--- src/rtl/dfr_axil_master.sv ---
// Single-outstanding AXI4-Lite master: turns cmd/rsp handshakes into AXI transactions.
// Latency 3 cycles from acceptance to rsp_valid with a zero-wait slave; cmd_ready low while busy, rsp held until rsp_ready.
module dfr_axil_master #(
  parameter int C_M_AXI_ADDR_WIDTH = 9,
  parameter int C_M_AXI_DATA_WIDTH = 32,
  parameter int TIMEOUT_CYCLES     = 1024
) (
  input  logic                            clk,
  input  logic                            rst,
  input  logic                            cmd_valid,
  output logic                            cmd_ready,
  input  logic                            cmd_wr,
  input  logic [C_M_AXI_ADDR_WIDTH-1:0]   cmd_addr,
  input  logic [31:0]                     cmd_wdata,
  input  logic [3:0]                      cmd_wstrb,
  output logic                            rsp_valid,
  input  logic                            rsp_ready,
  output logic [31:0]                     rsp_rdata,
  output logic [1:0]                      rsp_resp,
  output logic                            rsp_timeout,
  output logic                            busy,
  output logic [C_M_AXI_ADDR_WIDTH-1:0]   M_AXI_AWADDR,
  output logic                            M_AXI_AWVALID,
  input  logic                            M_AXI_AWREADY,
  output logic [C_M_AXI_DATA_WIDTH-1:0]   M_AXI_WDATA,
  output logic [C_M_AXI_DATA_WIDTH/8-1:0] M_AXI_WSTRB,
  output logic                            M_AXI_WVALID,
  input  logic                            M_AXI_WREADY,
  input  logic [1:0]                      M_AXI_BRESP,
  input  logic                            M_AXI_BVALID,
  output logic                            M_AXI_BREADY,
  output logic [C_M_AXI_ADDR_WIDTH-1:0]   M_AXI_ARADDR,
  output logic                            M_AXI_ARVALID,
  input  logic                            M_AXI_ARREADY,
  input  logic [C_M_AXI_DATA_WIDTH-1:0]   M_AXI_RDATA,
  input  logic [1:0]                      M_AXI_RRESP,
  input  logic                            M_AXI_RVALID,
  output logic                            M_AXI_RREADY
);

  localparam int CW = $clog2(TIMEOUT_CYCLES + 1);
  localparam logic [CW-1:0] TERM = CW'(TIMEOUT_CYCLES - 1);

  typedef enum logic [2:0] {IDLE, WRITE, WRESP, READ, RDATA, RESP} state_t;

  state_t        state;
  logic [CW-1:0] tcnt;
  logic          aw_done, w_done;
  logic          aw_hs, w_hs, done, expired, in_txn;

  // done marks the event that advances the current state; it beats a same-cycle timeout
  always_comb begin
    aw_hs   = M_AXI_AWVALID & M_AXI_AWREADY;
    w_hs    = M_AXI_WVALID & M_AXI_WREADY;
    expired = (tcnt >= TERM);
    in_txn  = 1'b0;
    done    = 1'b0;
    case (state)
      WRITE: begin in_txn = 1'b1; done = (aw_done | aw_hs) & (w_done | w_hs); end
      WRESP: begin in_txn = 1'b1; done = M_AXI_BVALID; end
      READ:  begin in_txn = 1'b1; done = M_AXI_ARREADY; end
      RDATA: begin in_txn = 1'b1; done = M_AXI_RVALID; end
      default: begin in_txn = 1'b0; done = 1'b0; end
    endcase
  end

  always_ff @(posedge clk) begin
    if (rst) begin
      state         <= IDLE;
      tcnt          <= '0;
      aw_done       <= 1'b0;
      w_done        <= 1'b0;
      cmd_ready     <= 1'b1;
      busy          <= 1'b0;
      rsp_valid     <= 1'b0;
      rsp_rdata     <= '0;
      rsp_resp      <= '0;
      rsp_timeout   <= 1'b0;
      M_AXI_AWADDR  <= '0;
      M_AXI_AWVALID <= 1'b0;
      M_AXI_WDATA   <= '0;
      M_AXI_WSTRB   <= '0;
      M_AXI_WVALID  <= 1'b0;
      M_AXI_BREADY  <= 1'b0;
      M_AXI_ARADDR  <= '0;
      M_AXI_ARVALID <= 1'b0;
      M_AXI_RREADY  <= 1'b0;
    end else begin
      if (in_txn) tcnt <= tcnt + 1'b1;
      case (state)
        IDLE: if (cmd_valid) begin
          tcnt        <= '0;
          aw_done     <= 1'b0;
          w_done      <= 1'b0;
          cmd_ready   <= 1'b0;
          busy        <= 1'b1;
          rsp_timeout <= 1'b0;
          if (cmd_wr) begin
            M_AXI_AWADDR  <= cmd_addr;
            M_AXI_WDATA   <= cmd_wdata;
            M_AXI_WSTRB   <= cmd_wstrb;
            M_AXI_AWVALID <= 1'b1;
            M_AXI_WVALID  <= 1'b1;
            state         <= WRITE;
          end else begin
            M_AXI_ARADDR  <= cmd_addr;
            M_AXI_ARVALID <= 1'b1;
            state         <= READ;
          end
        end
        WRITE: begin
          if (aw_hs) begin M_AXI_AWVALID <= 1'b0; aw_done <= 1'b1; end
          if (w_hs)  begin M_AXI_WVALID  <= 1'b0; w_done  <= 1'b1; end
          if (done) begin
            M_AXI_BREADY <= 1'b1;
            state        <= WRESP;
          end
        end
        WRESP: if (done) begin
          M_AXI_BREADY <= 1'b0;
          rsp_resp     <= M_AXI_BRESP;
          rsp_rdata    <= '0;
          rsp_valid    <= 1'b1;
          state        <= RESP;
        end
        READ: if (done) begin
          M_AXI_ARVALID <= 1'b0;
          M_AXI_RREADY  <= 1'b1;
          state         <= RDATA;
        end
        RDATA: if (done) begin
          M_AXI_RREADY <= 1'b0;
          rsp_rdata    <= M_AXI_RDATA;
          rsp_resp     <= M_AXI_RRESP;
          rsp_valid    <= 1'b1;
          state        <= RESP;
        end
        RESP: if (rsp_ready) begin
          rsp_valid <= 1'b0;
          cmd_ready <= 1'b1;
          busy      <= 1'b0;
          state     <= IDLE;
        end
        default: state <= IDLE;
      endcase
      // Abandon: overrides any handshake bookkeeping above for this cycle
      if (in_txn && expired && !done) begin
        M_AXI_AWVALID <= 1'b0;
        M_AXI_WVALID  <= 1'b0;
        M_AXI_BREADY  <= 1'b0;
        M_AXI_ARVALID <= 1'b0;
        M_AXI_RREADY  <= 1'b0;
        rsp_valid     <= 1'b1;
        rsp_timeout   <= 1'b1;
        rsp_resp      <= 2'b10;
        rsp_rdata     <= '0;
        state         <= RESP;
      end
    end
  end

endmodule

--- config.mk ---
export PLATFORM = sky130hd
export DESIGN_NAME = dfr_axil_master
export DESIGN_NICKNAME = d
export VERILOG_FILES = /design/src/rtl/dfr_axil_master.sv
export SDC_FILE = /design/constraint.sdc
export NUM_CORES = 1
export LEC_CHECK = 0
export CORE_ASPECT_RATIO = 2
export CORE_MARGIN = 5
export CORE_UTILIZATION = 47
export CTS_CLUSTER_SIZE = 20
export DETAILED_ROUTE_END_ITERATION = 16
export HOLD_SLACK_MARGIN = 0.02
export PLACE_DENSITY = 0.93
export SYNTH_ARGS = -nofsm -noshare
export SYNTH_HDL_FRONTEND = slang
export SYNTH_SLANG_ARGS = --single-unit
--- constraint.sdc ---
create_clock -name clk -period 5 [get_ports clk]
set_input_delay 1 -clock clk [delete_from_list [all_inputs] [get_ports clk]]
set_output_delay 1 -clock clk [all_outputs]
set_load 0.05 [all_outputs]
Word level (Yosys, flattened, before mapping) --
Index checks and enable logic that the tools add are counted.
Operators by class: $add $sub $neg 1, $mul 0, divide/modulo/power cells 0, order comparisons 1, equal/unequal tests 23, shifts and indexed selects 0, muxes and demuxes 47, bitwise logic cells 6, reduce and logical (&&, ||, !) cells 33
Operator list (count):
- 2-to-1 mux 32 bit | 2
- one-hot mux 32 bit (2 select lines) | 1
- 2-to-1 mux 11 bit | 3
- AND reduction 3 bit | 10
- != test 2 bit (second input constant) | 10
- one-hot mux 1 bit (2 select lines) | 10
- 2-to-1 mux 1 bit | 18
- 2-to-1 mux 3 bit | 6
- != test 3 bit (second input constant) | 6
- nonzero test 2 bit | 8
- one-hot mux 3 bit (5 select lines) | 1
- AND reduction 4 bit | 3
- adder 11 x 1 -> 11 bit (second input constant) | 1
- greater-or-equal comparator 11 x 10 -> 1 bit (second input constant) | 1
- AND reduction 5 bit | 2
- 2-to-1 mux 2 bit | 4
- equality test 3 x 2 -> 1 bit (second input constant) | 2
- equality test 3 bit (second input constant) | 2
- nonzero test 3 bit | 2
- one-hot mux 1 bit (4 select lines) | 1
- one-hot mux 2 bit (2 select lines) | 1
- OR reduction 2 bit | 2
- OR reduction 4 bit | 1
- bitwise AND 1 bit | 3
- 9 further kinds | 11
Storage, ports and cells: flip-flop bits (word level) 113, bits in latches 0, bits in writable memories 0, bits in read-only memories 0, input port bits 91, output and inout port bits 97, word-level logic and storage cells 132, memories 0

Logic depth before layout (Yosys ltp) --
depth after elaboration 8, mapped depth 7, mapped depth without buffers 5

Least setup slack after synthesis --
Ideal clock, no wire load.
path type in2reg, start point input port cmd_valid, end point register M_AXI_ARADDR[8], setup time 0.128 ns, arrival time 1.999 ns, data required time 4.872 ns, slack 2.873 ns, cell stages on the path 5, buffers on the path 1, cell sequence or4b_1 -> buf_2 -> nor2_8 -> mux2i_1 -> nor2_1
Between the ends: cells in the longest elaborated chain, start to end 1
Ends and longest elaborated chain:
- start: declaration | line 10 | input logic cmd_valid,
- AND reduction 3 bit (no line)
- end signal: assignment | line 106 | M_AXI_ARADDR <= cmd_addr;
- end: declaration | line 32 | output logic [C_M_AXI_ADDR_WIDTH-1:0] M_AXI_ARADDR,
Every way passes these cells. A chain may end at the register's enable or synchronous reset.

Worst setup path in the final report --
start point register state[0], end point register state[0]
Between the ends: cells in the longest elaborated chain, start to end 7, elaborated cells on any way between the ends 21, classes of those cells 10 x eq/ne; 4 x mux; 7 x reduce/logical
Ends and longest elaborated chain:
- start: declaration | line 46 | state_t state;
- start signal: assignment | line 69 | state <= IDLE;
- start signal: assignment | line 104 | state <= WRITE;
- start signal: assignment | line 108 | state <= READ;
- equality test 3 bit, or another cell as far along | line 58, 90
- OR reduction 4 bit (no line)
- 2-to-1 mux 1 bit | line 58 | case (state)
- logical AND 1 bit (2 in a row) | line 147 | if (in_txn && expired && !done) begin
- != test 3 bit (no line) or != test 3 x 1 -> 1 bit (tied branches)
- AND reduction 5 bit (no line)
Several ways; a longest one is shown, not always the timed one.

==> impl_metrics.csv <==
group,metric,value,unit
yosys,syn_inst,541,
worst_setup_path,crit_fanout,40,
floorplan,dieWidth,80.61,µm
yosys,synthDistinctLibCells,48,
worst_setup_path,reg2reg_depth,4,
min_path,min_path_type,"flip-flop to flip-flop",
power_and_ir_drop,switchingPower,0.0009634,W
final_layout,drive_gt1_frac,0.05931,
worst_setup_path,critical_path.startpoint_type,"flip-flop",
power_and_ir_drop,vdd_drop_max,0.3587,mV
yosys,ys_seq_area_frac,0.4826,
power_and_ir_drop,switching_share,0.3153,
timing,fmax,337.2,MHz
clock_tree,cts_buffer_depth,2,
timing,finalCriticalPeriod,2.966,ns
floorplan,rows,51,
clock_tree,cts_made_buffers,17,
power_and_ir_drop,clockPowerShare,0.411,
placement,dp_hpwl,10180,µm
timing,rsz0062_at_grt,"no",
clock_tree,clk-insertion-delay-late,0.41,ns
route,drcViolationCount,0,
timing,setup_viol,0,
global_routing,grt_max_degree,104,
global_routing,antenna_found_initial,0,
clock_tree,cts_hold_buf,0,
floorplan,pin_count,188,
floorplan,die-area,12190,µm²
yosys,synth-seq-cells,113,
worst_setup_path,r2r-end,"state[0]",
yosys,avgSynthCellArea,8.664,µm²
placement,numPortBuffers,187,
global_routing,grt_overflow,0,
yosys,synth_edf_count,0,
global_routing,grt_util_all_layers,0.2435,
clock_tree,cts_tree,"yes",
yosys,synthFlopType,"dfxtp_1",
timing,fin_skew,0.004960,ns
route,wl,14690,µm
clock_tree,cts_sinks,113,
yosys,yosys_warnings,0,
floorplan,start_util,0.4801,
final_layout,area_growth,53.68,%
power_and_ir_drop,p_comb_frac,0.246,
placement,gp_congestion,0.8397,
timing,min_period_over_period,0.5931,
worst_setup_path,worstSetupPathType,"flip-flop to flip-flop",
flow_run,cap_violations,0,
worst_setup_path,cp.required,5.35,ns
floorplan,core_area,9763,µm²
worst_setup_path,r2r_start,"state[0]",
yosys,syn_area,4687,µm²
power_and_ir_drop,p_int,0.002092,W
timing,whs,0.4560,ns
status,outcome,"completed",
final_layout,nNetsFinal,804,
worst_setup_path,r2r_slack,2.03,ns
floorplan,die_y,151.2,µm
timing,hold_violations,0,
route,postRouteAntennaNets,0,
final_layout,final_cell_mix,"clkdlybuf4s50_1 (186), dfxtp_1 (113), nand2_1 (103), a21oi_1 (62), mux2i_1 (44)",
yosys,async_flop_share,0,
worst_setup_path,crit_path_end,"state[0]",
worst_setup_path,crit_arrival,3.32,ns
power_and_ir_drop,power_frac_seq,0.343,
power_and_ir_drop,leakage,2.530,nW
timing,tightest_slew,1.233,ns
global_routing,grt_pass1_vias,4722,
worst_setup_path,crit_start,"state[0]",
timing,slew-limit-headroom,0.1782,
route,wl_per_cell,17.12,µm
clock_tree,post_cts_buffers,0,
final_layout,final_common_cell,"clkdlybuf4s50_1",
clock_tree,htree_levels,4,
worst_setup_path,endpoint_kind,"flip-flop",
clock_tree,cts.clk_slew.worst_paths,0.05,ns
global_routing,grt_pass1_wl,22970,µm
route,vias,4556,
route,vias_per_cell,5.310,
route,first_pass_iters,4,
power_and_ir_drop,power.density,424.1,nW/µm²
yosys,syn_nets,633,
clock_tree,cts.repair.resized,0,
timing,finalMaxSlewViolations,0,
route,drt_iter0_markers,254,
timing,setup_tns,0,ns
clock_tree,cts-root-buf,"clkbuf_16",
min_path,hold_depth,2,
[worst min path at each step]
stage | to | from | slack, ns
2_1_floorplan | tcnt[9] | tcnt[9] | 0.44
5_1_grt | M_AXI_WSTRB[0] | M_AXI_WSTRB[0] | 0.48
6_report | M_AXI_WDATA[9] | M_AXI_WDATA[9] | 0.46
3_3_place_gp | M_AXI_WDATA[26] | M_AXI_WDATA[26] | 0.44
3_5_place_dp | M_AXI_WDATA[9] | M_AXI_WDATA[9] | 0.45
4_1_cts | M_AXI_AWADDR[4] | M_AXI_AWADDR[4] | 0.46
[routing by layer]
metal | vias up | track usage | wire length (µm)
met1 | 2103 | 0.2502 | 5280
met3 | 48 | 0.09524 | 1115
met4 | 0 | 0.1244 | 649
met2 | 192 | 0.4203 | 7648
li1 | 2213 | - | -
met5 | - | 0 | 0
[stage by stage]
| stage | std cells | instance area (µm²) | setup WS [ns] | total power, W | utilization |
|---|---|---|---|---|---|
| after CTS | 857 | 7201 | 2.059 | 0.003067 | 0.7375 |
| final | 858 | 7203 | 2.034 | 0.003055 | 0.7378 |
| after global routing | 857 | 7201 | 1.824 | 0.003179 | 0.7375 |
| after detailed placement | 825 | 6583 | 1.777 | 0.001807 | 0.6742 |
| after global placement | 825 | 6583 | 1.851 | 0.001787 | 0.6742 |
| after floorplan | 541 | 4687 | 2.873 | 0.001557 | - |
[synthesized netlist by cell type (3+ instances only)]
| cell type | instances | area share |
|---|---|---|
| dfxtp_1 | 113 | 0.48 |
| nand2_1 | 103 | 0.082 |
| a21oi_1 | 63 | 0.067 |
| mux2i_1 | 44 | 0.094 |
| nor3_1 | 38 | 0.041 |
| and2_1 | 34 | 0.045 |
| nor2_1 | 24 | 0.019 |
| clkbuf_1 | 20 | 0.016 |
| buf_2 | 15 | 0.016 |
| inv_1 | 6 | 0.0048 |
| o21ai_0 | 5 | 0.0053 |
| buf_4 | 4 | 0.0064 |
| nand2b_1 | 4 | 0.0053 |
| nand4_1 | 4 | 0.0053 |
| nor4_1 | 4 | 0.0053 |
| o211ai_1 | 4 | 0.0064 |
| or3_1 | 4 | 0.0053 |
| a21o_1 | 3 | 0.0048 |
| nand3_1 | 3 | 0.0032 |
| nand3b_1 | 3 | 0.0048 |
| nor2b_1 | 3 | 0.0040 |
| o21a_1 | 3 | 0.0048 |
| o22ai_1 | 3 | 0.0040 |
| xnor2_1 | 3 | 0.0056 |
[critical path, stage by stage, from the launching register on]
cell     delay [ns]
dfxtp_1        0.84
nor3b_1        0.55
o21a_1         0.23
o211a_1        0.99
a22o_1         0.29
[kinds of logic after synthesis]
group / synth area share
AOI/OAI and AO/OA: 0.1231
xor gates and xnor gates: 0.007476
adders and majority gates: 0.002669
buffers and inverters: 0.04325
DFF: 0.4826
muxes: 0.09397
and+or+nand+nor: 0.2469
[power groups by stage]
stage                     Sequential (W)  Clock (W)  Combinational [W]
after CTS                        0.00105    0.00127           0.000752
final                            0.00105    0.00126           0.000751
after floorplan                  0.00122          0           0.000341
after global placement           0.00106          0           0.000729
after detailed placement         0.00106          0           0.000745
after global routing             0.00106    0.00132           0.000801
[final cells by class]
class	count	area, µm²
Fill cell	685	2560
Sequential cell	113	2262
Multi-Input combinational cell	383	2233
Timing Repair Buffer	191	1899
Clock buffer	17	425.4
Clock inverter	15	192.7
Tap cell	132	165.2
Inverter	6	22.52
Antenna cell	1	2.502
[sequential cells by signal, indices dropped and copies added (netlist names), 2 cells and up]
| signal | cells |
|---|---|
| state | 3 |
| M_AXI_ARADDR | 9 |
| M_AXI_WSTRB | 4 |
| M_AXI_WDATA | 32 |
| rsp_rdata | 32 |
| tcnt | 11 |
| M_AXI_AWADDR | 9 |
| rsp_resp | 2 |
(Power assumes the default switching activity.)
